--- src/rtl/vtdl_mt.sv ---
// Tapped delay line: DEP-entry shift register read by NTAP independently addressed taps.
// Latency: tap t shows a sample t ce-edges after capture (+1 clk when REGOUT); no backpressure, ce gates shifting.
module vtdl_mt #(
  parameter  int WID    = 8,
  parameter  int DEP    = 16,
  parameter  int NTAP   = 2,
  parameter  int REGOUT = 0,
  localparam int AW     = $clog2(DEP),
  localparam int FW     = $clog2(DEP+1)
) (
  input  logic                clk,
  input  logic                rst_n,
  input  logic                ce,
  input  logic                clr,
  input  logic [WID-1:0]      d,
  input  logic [NTAP*AW-1:0]  a,
  input  logic [NTAP-1:0]     a_ld,
  output logic [NTAP*WID-1:0] q,
  output logic [NTAP-1:0]     qv,
  output logic [FW-1:0]       fill
);

  logic [WID-1:0]      m [DEP];
  logic [AW-1:0]       tap [NTAP];
  logic [NTAP*WID-1:0] v;
  logic [NTAP-1:0]     c;

  // Storage carries no reset so it maps onto plain shift-register cells; fill alone decides validity.
  always_ff @(posedge clk) begin
    if (rst_n && ce && !clr) begin
      m[0] <= d;
      for (int n = 1; n < DEP; n++) m[n] <= m[n-1];
    end
  end

  always_ff @(posedge clk) begin
    if (!rst_n)                            fill <= '0;
    else if (clr)                          fill <= '0;
    else if (ce && (fill != FW'(DEP)))     fill <= fill + 1'b1;
  end

  always_ff @(posedge clk) begin
    if (!rst_n) begin
      for (int i = 0; i < NTAP; i++) tap[i] <= '0;
    end else begin
      for (int i = 0; i < NTAP; i++) begin
        if (a_ld[i])
          tap[i] <= (32'(a[i*AW +: AW]) >= DEP) ? AW'(DEP-1) : a[i*AW +: AW];
      end
    end
  end

  always_comb begin
    v = '0;
    c = '0;
    for (int i = 0; i < NTAP; i++) begin
      c[i] = fill > FW'(tap[i]);
      if (c[i]) v[i*WID +: WID] = m[tap[i]];
    end
  end

  generate
    if (REGOUT != 0) begin : g_reg
      always_ff @(posedge clk) begin
        if (!rst_n) begin
          q  <= '0;
          qv <= '0;
        end else begin
          q  <= v;
          qv <= c;
        end
      end
    end else begin : g_comb
      assign q  = v;
      assign qv = c;
    end
  endgenerate

endmodule

--- config.mk ---
export PLATFORM = sky130hd
export DESIGN_NAME = vtdl_mt
export DESIGN_NICKNAME = d
export VERILOG_FILES = /design/src/rtl/vtdl_mt.sv
export SDC_FILE = /design/constraint.sdc
export NUM_CORES = 1
export LEC_CHECK = 0
export BUFFER_PORTS_ARGS = -buffer_cell sky130_fd_sc_hd__buf_2
export CAP_MARGIN = 5
export CELL_PAD_IN_SITES_DETAIL_PLACEMENT = 1
export CELL_PAD_IN_SITES_GLOBAL_PLACEMENT = 2
export CORE_AREA = 10 10 148 150
export CTS_BUF_LIST = sky130_fd_sc_hd__clkbuf_16
export DETAILED_ROUTE_END_ITERATION = 10
export DIE_AREA = 0 0 158 160
export HOLD_SLACK_MARGIN = 0.03
export PLACE_DENSITY_LB_ADDON = 0.05
export SYNTH_ARGS = -nofsm -noshare
export SYNTH_HDL_FRONTEND = slang
export SYNTH_SLANG_ARGS = --single-unit
--- constraint.sdc ---
create_clock -name clk -period 10.04 [get_ports clk]
set_input_delay 2.008 -clock clk [delete_from_list [all_inputs] [get_ports clk]]
set_output_delay 2.008 -clock clk [all_outputs]
set_load 0.02 [all_outputs]
---- Word-level counts from Yosys, hierarchy flattened ----
Memory sizes are Yosys's and may differ from the RTL's.
Index checks and enable logic that the tools add are counted.
W data, S select, Z words.
storage, ports and cells
  flip-flop bits (word level) ............. 5
  output and inout port bits .............. 23
  input bits .............................. 22
  memories kept ........................... 2
  bits in writable memories ............... 136
  ROM bits ................................ 0
  word-level logic and storage cells ...... 28
  latch bits .............................. 0
memory list
  memory  depth  width  read ports  clocked after memory_dff  write ports  line  RTL
  m       16     8      17          0                         16           23    logic [WID-1:0] m [DEP];
  tap     2      4      2           0                         2            24    logic [AW-1:0] tap [NTAP];
operators by class
  multiplexer cells ....................... 13
  add/subtract/negate cells ............... 1
  $lt $le $gt $ge ......................... 2
  divide/modulo/power cells ............... 0
  shift operators ......................... 0
  multiply operators ...................... 0
  reductions and logical operators ........ 5
  equality and inequality tests ........... 1
  bitwise operators ....................... 3
operators by type and width
  cell                   count
  $mux W8                2
  $gt A5 B4 Y1           2
  $mux W1                9
  $mux W4                2
  $add A5 B1 Y5 const B  1
  $ne A5 B5 Y1 const B   1
  $logic_and A1 B1 Y1    3
  $or A1 B1 Y1           2
  $reduce_or A2 Y1       1
  $logic_not A1 Y1       1
  $not A1 Y1             1

---- Depth between registers and ports, before layout ----
Gate-level depths: netlist of run 1.
  depth in word-level cells ............... 4
  mapped depth ............................ 9
  depth with buffers taken out ............ 6

---- Worst setup path after synthesis of run 1 ----
No wires, ideal clock.
  path type ............................... input-to-reg
  start point ............................. input clr
  end point ............................... memory m[0][0], enable pin
  path slack .............................. 1,877 ps
  setup time .............................. 617 ps
  path buffers ............................ 0
  data required time ...................... 9,423 ps
  stages on the path ...................... 2
  arrival ................................. 7,546 ps
  path through ............................ nand2b_1 nor2_1
RTL lines
  element      line  RTL
  from (decl)  14    input logic clr,
  to (decl)    23

==> results of run 1 <==
## where the power goes
group          internal, µW  leakage (µW)  total (µW)  switching (µW)
clock                   415      0.000294         675             260
sequential              660       0.00130         673            13.1
combinational          75.3       0.00103         168            92.8
## cell usage after synthesis (2+ instances only)
cell type	count	area (µm²)
clkbuf_1	3	11.3
o211ai_1	2	15.0
buf_2	10	50.1
clkbuf_8	2	27.5
nand2_1	4	15.0
o21a_1	2	15.0
edfxtp_1	136	4080
nand4_1	4	25.0
dfxtp_1	5	100
nand2b_1	3	18.8
buf_4	2	15.0
mux2i_1	5	50.1
nor2_1	19	71.3
a22oi_1	21	158
mux4_1	10	263
inv_1	9	33.8
o21ai_0	2	10.0
mux4_2	52	1170
buf_12	2	40.0
nor2b_1	2	12.5
and2_1	8	50.1
buf_6	2	22.5
ha_1	10	125
a22o_1	14	123
nand3_1	4	20.0
a21oi_1	10	50.1
xnor2_1	2	17.5
xor2_1	2	17.5
## state kept, by name, indices dropped and copies added (netlist names)
signal,count
m,128
fill,5
tap,8
## worst paths after layout
path | to | slack [ns] | start | cells past startpoint
hold / removal | m[7][7]$_DFFE_PP_ | 0.47 | m[6][7]$_DFFE_PP_ | 0
setup / recovery | q[5] | 5.26 | tap[0][0]$_SDFFCE_PN0P_ | 7
setup reg to reg | fill[4]$_SDFFE_PP0P_ | 8.68 | fill[4]$_SDFFE_PP0P_ | 3
hold reg to reg | m[7][7]$_DFFE_PP_ | 0.47 | m[6][7]$_DFFE_PP_ | 0
## routing by layer
| layer | routed length, µm | vias up | GRT usage |
|---|---|---|---|
| li1 | - | 1631 | - |
| met2 | 8290 | 60 | 0.221 |
| met4 | 190 | 0 | 0.0362 |
| met1 | 7830 | 1975 | 0.188 |
| met3 | 497 | 16 | 0.0333 |
| met5 | 0 | - | 0 |
## layout make-up
type | instances | area share
clock buffers | 17 | 0.0549
clock inverters | 14 | 0.0247
inverters | 10 | 0.00485
multi-input cells | 187 | 0.301
flip-flops and latches | 141 | 0.540
well taps | 238 | 0.0385
repair buffers | 52 | 0.0362
## critical path: cells and delay by family, from the launching register on
family          cells  cell delay [ns]
simple gates        1             0.08
compound gates      3             0.80
fa+ha+maj           1             0.36
flops               1             0.32
buf+inv             2             0.79
## through the flow
stage | setup WS (ns) | instances | total power, µW | hold slack, ns | util
after global routing | 4.99 | 659 | 1580 | 0.480 | 0.406
final | 5.26 | 659 | 1520 | 0.468 | 0.406
after detailed placement | 5.02 | 628 | 857 | 0.453 | 0.374
after floorplan | 1.88 | 359 | 810 | 0.436 | -
after global placement | 5.13 | 628 | 856 | 0.449 | 0.374
after CTS | 5.17 | 659 | 1540 | 0.465 | 0.406
## kinds of logic (layout without fill, tap and decap cells)
family                     count (synthesis)  in the layout
muxes                                     67             67
buffers and inverters                     31             93
xor gates and xnor gates                   4              4
DFF                                      141            141
AOI/OAI and AO/OA                         56             56
adders and majority gates                 10             10
and+or+nand+nor                           50             50
## layout by cell type (no fill, tap or decap), drive strengths merged
cell type	synthesis	final
edfxtp	136	136
mux4	62	62
buf	16	52
a22oi	21	21
nor2	19	19
clkbuf	5	17
a22o	14	14
inv	9	13
a21oi	10	10
ha	10	10
and2	9	9
mux2i	5	5
dfxtp	5	5
nand4	4	4
nand2	4	4
nand3	4	4
bufinv	0	4
clkinv	1	4
nand2b	3	3
clkinvlp	0	3
nor2b	2	2
o21ai	2	2
o21a	2	2
o211ai	2	2
xor2	2	2
xnor2	2	2
and2b	2	2
a21o	1	1
and3	1	1
a31o	1	1
o32a	1	1
nand3b	1	1
a31oi	1	1
a32oi	1	1
nand4bb	1	1
==> results.ini, run 1 <==
[grt]
grt_pass1_wl_mm = 26.3
grt_max_degree = 51
overflow = 0
grt_antenna_before_repair = 0
grt_pass1_vias = 4119
grt_usage = 0.140

[sta]
fin_crit_ns = 4.78
fin_skew_ns = 0.00718
worst_slew_pin_slew_ns = 1.04
slew_violations = 0
setup_tns_ns = 0
rsz0062_at_grt = no
setup_viol = 0
hold_violations = 0
fmax_mhz = 209
maxSlewHeadroom = 0.307
layout_worst_path_cycle_share = 0.477

[yosys]
synthSimpleGateAreaFrac = 0.0394
synth-adder-area-share = 0.0187
synth_edf_count = 136
ys_warn_count = 0
synth-xor-area-share = 0.00522
netlist_area_um2 = 6710
ys_seq_elements = 141
synth_cell_types = 40
synth_top_family_by_area = multiplexers
async_reset_ff_frac = 0
syn_area_per_cell_um2 = 18.7
synth_compound_area_frac = 0.0614
mappedNetlistNets = 391
ys_seq_area_frac = 0.624
synthFlopType = edfxtp_1
syn-instance-count = 359
synthMuxAreaShare = 0.221

[layout]
fillers = 1836
synthToLayoutAreaGrowth_pct = 15.4
multi_input_area_um2 = 2330
final_layout_size_suffix_gt1_frac = 0.330
nets = 441
register_area_um2 = 4180
stdcell_area_um2 = 7740
n_antenna_cell = 0

[placement]
hpwl_mm = 10.4
port_buffers = 44
dpl_cell_area_um2 = 7130
gp_congestion = 0.707

[worst_setup_path]
crit_arrival_ns = 2.78
crit_chain = buf_4 -> ha_1 -> nand4_1 -> o21ai_0 -> a21o_1 -> a22oi_1 -> buf_2
slowest_stage = buf_4
crit_path_start_kind = flip-flop
worstPathMaxFanout = 33
cp_slowest_stage_delay_ns = 0.56
path_class = flip-flop to output pin
end_kind = output pin
required_ns = 8.03

[worst_hold_path]
hp-class = flip-flop to flip-flop

[power_and_ir_drop]
ir_worst_vdd_mv = 0.112
power_density_nw_per_um2 = 196
p_leak_uw = 0.00263

[clock_tree]
htree_num_levels = 4
cts.sinks = 141
clk_path_buf_depth = 2
cts_buffers = 17
cts_setup_buffers = 0
clkSlewWorstSetupHoldPaths_ns = 0.06
cts_resized = 0
cts_tree = done
clk_latency_ns = 0.43
clockRootBuffer = clkbuf_16
holdBufCountCts = 0

[floorplanning]
start_util = 0.352
fp.dieH_um = 160
row_count = 51
die_area_um2 = 25300
io_pins = 45
core_um2 = 19100
die_w_um = 158

[route]
routed_wl_mm = 16.8
drcViolationCount = 0
vias = 3682
drt_iter0_drc = 204
drtAntennaViolNets = 0
wl_per_cell_um = 25.5
dr.pass1.iters = 7
via_per_inst = 5.59

[status]
status = finished, final reports clean

[run]
drv_cap = 0

No activity file was read; power rests on OpenSTA's default activity.
==> run 2, diff against run 1 <==
==> constraint.sdc (replaced) <==
create_clock -name clk -period 4.8 [get_ports clk]
set_input_delay 0.96 -clock clk [delete_from_list [all_inputs] [get_ports clk]]
set_output_delay 0.96 -clock clk [all_outputs]
set_load 0.02 [all_outputs]
==> run 2 against run 1 <==
  * First-iteration DRC count grew 20%
  * Sequential share of layout area rose by 0.31 points
  * Wire length up 0.45%
  * Flip-flop and latch count unchanged
  * Worst hold slack lost 0.0031 ns
  * Sequential power increased by 110%
  * Largest power group is now registers
  * Register-to-register slack worse by 5.4 ns
  * Critical endpoint is now q[13]
  * Final cell count rose by 0.46%
  * Die area is the same
==> results.ini, run 2 (synthesized netlist as in run 1, its figures left out) <==
[status]
status = finished, final reports clean

[sta]
fin_skew_ns = 0.00619  ; -0.000988 ns
fmax_mhz = 261
maxSlewHeadroom = 0.287  ; -0.0194
setup_viol = 0  ; unchanged
fin_crit_ns = 3.84
rsz0062_at_grt = no
layout_worst_path_cycle_share = 0.799
slew_violations = 0  ; unchanged
setup_tns_ns = 0  ; unchanged
whs_ns = 0.465  ; -0.00306 ns
worst_slew_pin_slew_ns = 1.07  ; +0.0276 ns
hold_violations = 0  ; unchanged

[run]
drv_cap = 0  ; unchanged

[clock_tree]
cts_resized = 0  ; unchanged
htree_num_levels = 4  ; unchanged
cts_tree = done
holdBufCountCts = 0  ; unchanged
clockRootBuffer = clkbuf_16
clk_latency_ns = 0.42  ; about the same
cts.sinks = 141  ; unchanged
clk_path_buf_depth = 2  ; unchanged
cts_setup_buffers = 0  ; unchanged
cts_buffers = 17  ; unchanged
clkSlewWorstSetupHoldPaths_ns = 0.06  ; about the same

[worst_setup_path]
cp_top_family = flip-flops
slowest_stage = edfxtp_1
critPathBufInv = 2  ; unchanged
crit_start = tap[0][4]$_SDFFCE_PN0P_
worstPathMaxFanout = 15  ; -55%
required_ns = 3.84  ; -4.19 ns
cp_slowest_stage_delay_ns = 0.93  ; +0.37 ns
regToRegStartpoint = fill[4]$_SDFFE_PP0P_
crit_chain = buf_4 -> mux4_1 -> a22o_1 -> nor2_1 -> a21oi_1 -> buf_2
path_class = flip-flop to output pin
crit_arrival_ns = 2.88  ; +0.10 ns
crit_path_start_kind = flip-flop
end_kind = output pin

[layout]
n_antenna_cell = 0  ; unchanged
final_layout_size_suffix_gt1_frac = 0.321  ; -0.00941
fin_util = 0.404  ; -0.00230
fillers = 1869  ; +1.8%
synthToLayoutAreaGrowth_pct = 14.8
final_cells = 662  ; +0.46%
nets = 443  ; +0.45%
layout_common_cells = 136 x edfxtp_1, 52 x mux4_2, 44 x buf_2
largest_register = m
layout_commonest_cell = edfxtp_1
largest_register_ffs = 128  ; unchanged
top_regs = m x128, tap x8, fill x5

[worst_hold_path]
hp-start = m[4][1]$_DFFE_PP_
hp-class = flip-flop to flip-flop

[route]
drcViolationCount = 0  ; unchanged
vias = 3707  ; +0.68%
wl_per_cell_um = 25.5  ; about the same
routed_wl_mm = 16.9  ; +0.45%
via_per_inst = 5.60  ; +0.22%
drtAntennaViolNets = 0  ; unchanged
dr.pass1.iters = 4  ; -3
drt_iter0_drc = 244  ; +20%

[grt]
grt_pass1_vias = 4023  ; -2.3%
overflow = 0  ; unchanged
grt_max_degree = 76  ; +49%
grt_usage = 0.139  ; -0.000335
grt_antenna_before_repair = 0  ; unchanged
grt_pass1_wl_mm = 26.3  ; +0.16%

[floorplanning]
start_util = 0.352  ; unchanged
die_area_um2 = 25300  ; unchanged
row_count = 51  ; unchanged
core_um2 = 19100  ; unchanged
fp.dieH_um = 160  ; unchanged
die_w_um = 158  ; unchanged
io_pins = 45  ; unchanged

[power_and_ir_drop]
power_density_nw_per_um2 = 386  ; +97%
ir_worst_vdd_mv = 0.262  ; +130%
p_leak_uw = 0.00262  ; -0.40%
total_power_uw = 2970  ; +96%

[placement]
gp_congestion = 0.723  ; +2.3%
placedCellCount = 630  ; +0.32%
port_buffers = 44  ; unchanged
hpwl_mm = 10.6  ; +2.1%

-- run 2: changes by cell type in the layout (fill, tap and decap cells not counted) --
cell	change
bufinv_16	-3
clkinv_1	+3
inv_1	+3
buf_12	+2
inv_6	-2
clkinv_4	+1
clkinvlp_4	-1
-- run 2: worst paths after layout --
| path | cells past startpoint | endpoint | slack [ns] |
|---|---|---|---|
| setup / recovery | 6 | q[13] | 0.96 |
| hold / removal | 0 | m[5][1]$_DFFE_PP_ | 0.47 |
| setup reg to reg | 3 | fill[4]$_SDFFE_PP0P_ | 3.31 |
| hold reg to reg | 0 | m[5][1]$_DFFE_PP_ | 0.47 |
-- run 2: through the flow --
stage,worst slack [ns],instance area (µm²)
6_report,0.964,7700
5_1_grt,0.723,7700
4_1_cts,0.892,7700
3_5_place_dp,1.36,7170
3_3_place_gp,1.37,7170
2_1_floorplan,1.27,6720
-- run 2: power by group --
group | leakage, µW | internal [µW] | total [µW] | switching [µW]
sequential | 0.00130 | 1380 | 1420 | 37.6
combinational | 0.00105 | 161 | 342 | 181
clock | 0.000267 | 700 | 1210 | 510
total | 0.00262 | 2240 | 2970 | 729
-- run 2: area by class of cell --
cell class	instances	area (µm²)	share of cell area
clock buffer	17	425	0.0552
multi-input combinational	187	2330	0.302
tap	238	298	0.0387
clock inverter	15	108	0.0140
inverter	10	37.5	0.00487
timing repair buffer	54	320	0.0416
sequential	141	4180	0.543
-- run 2: metal layers --
metal / track usage / vias up / routed length, µm
li1: - / 1640 / -
met1: 0.195 / 1977 / 7820
met2: 0.213 / 80 / 8170
met3: 0.0312 / 10 / 721
met4: 0.0366 / 0 / 165
met5: 0 / - / 0
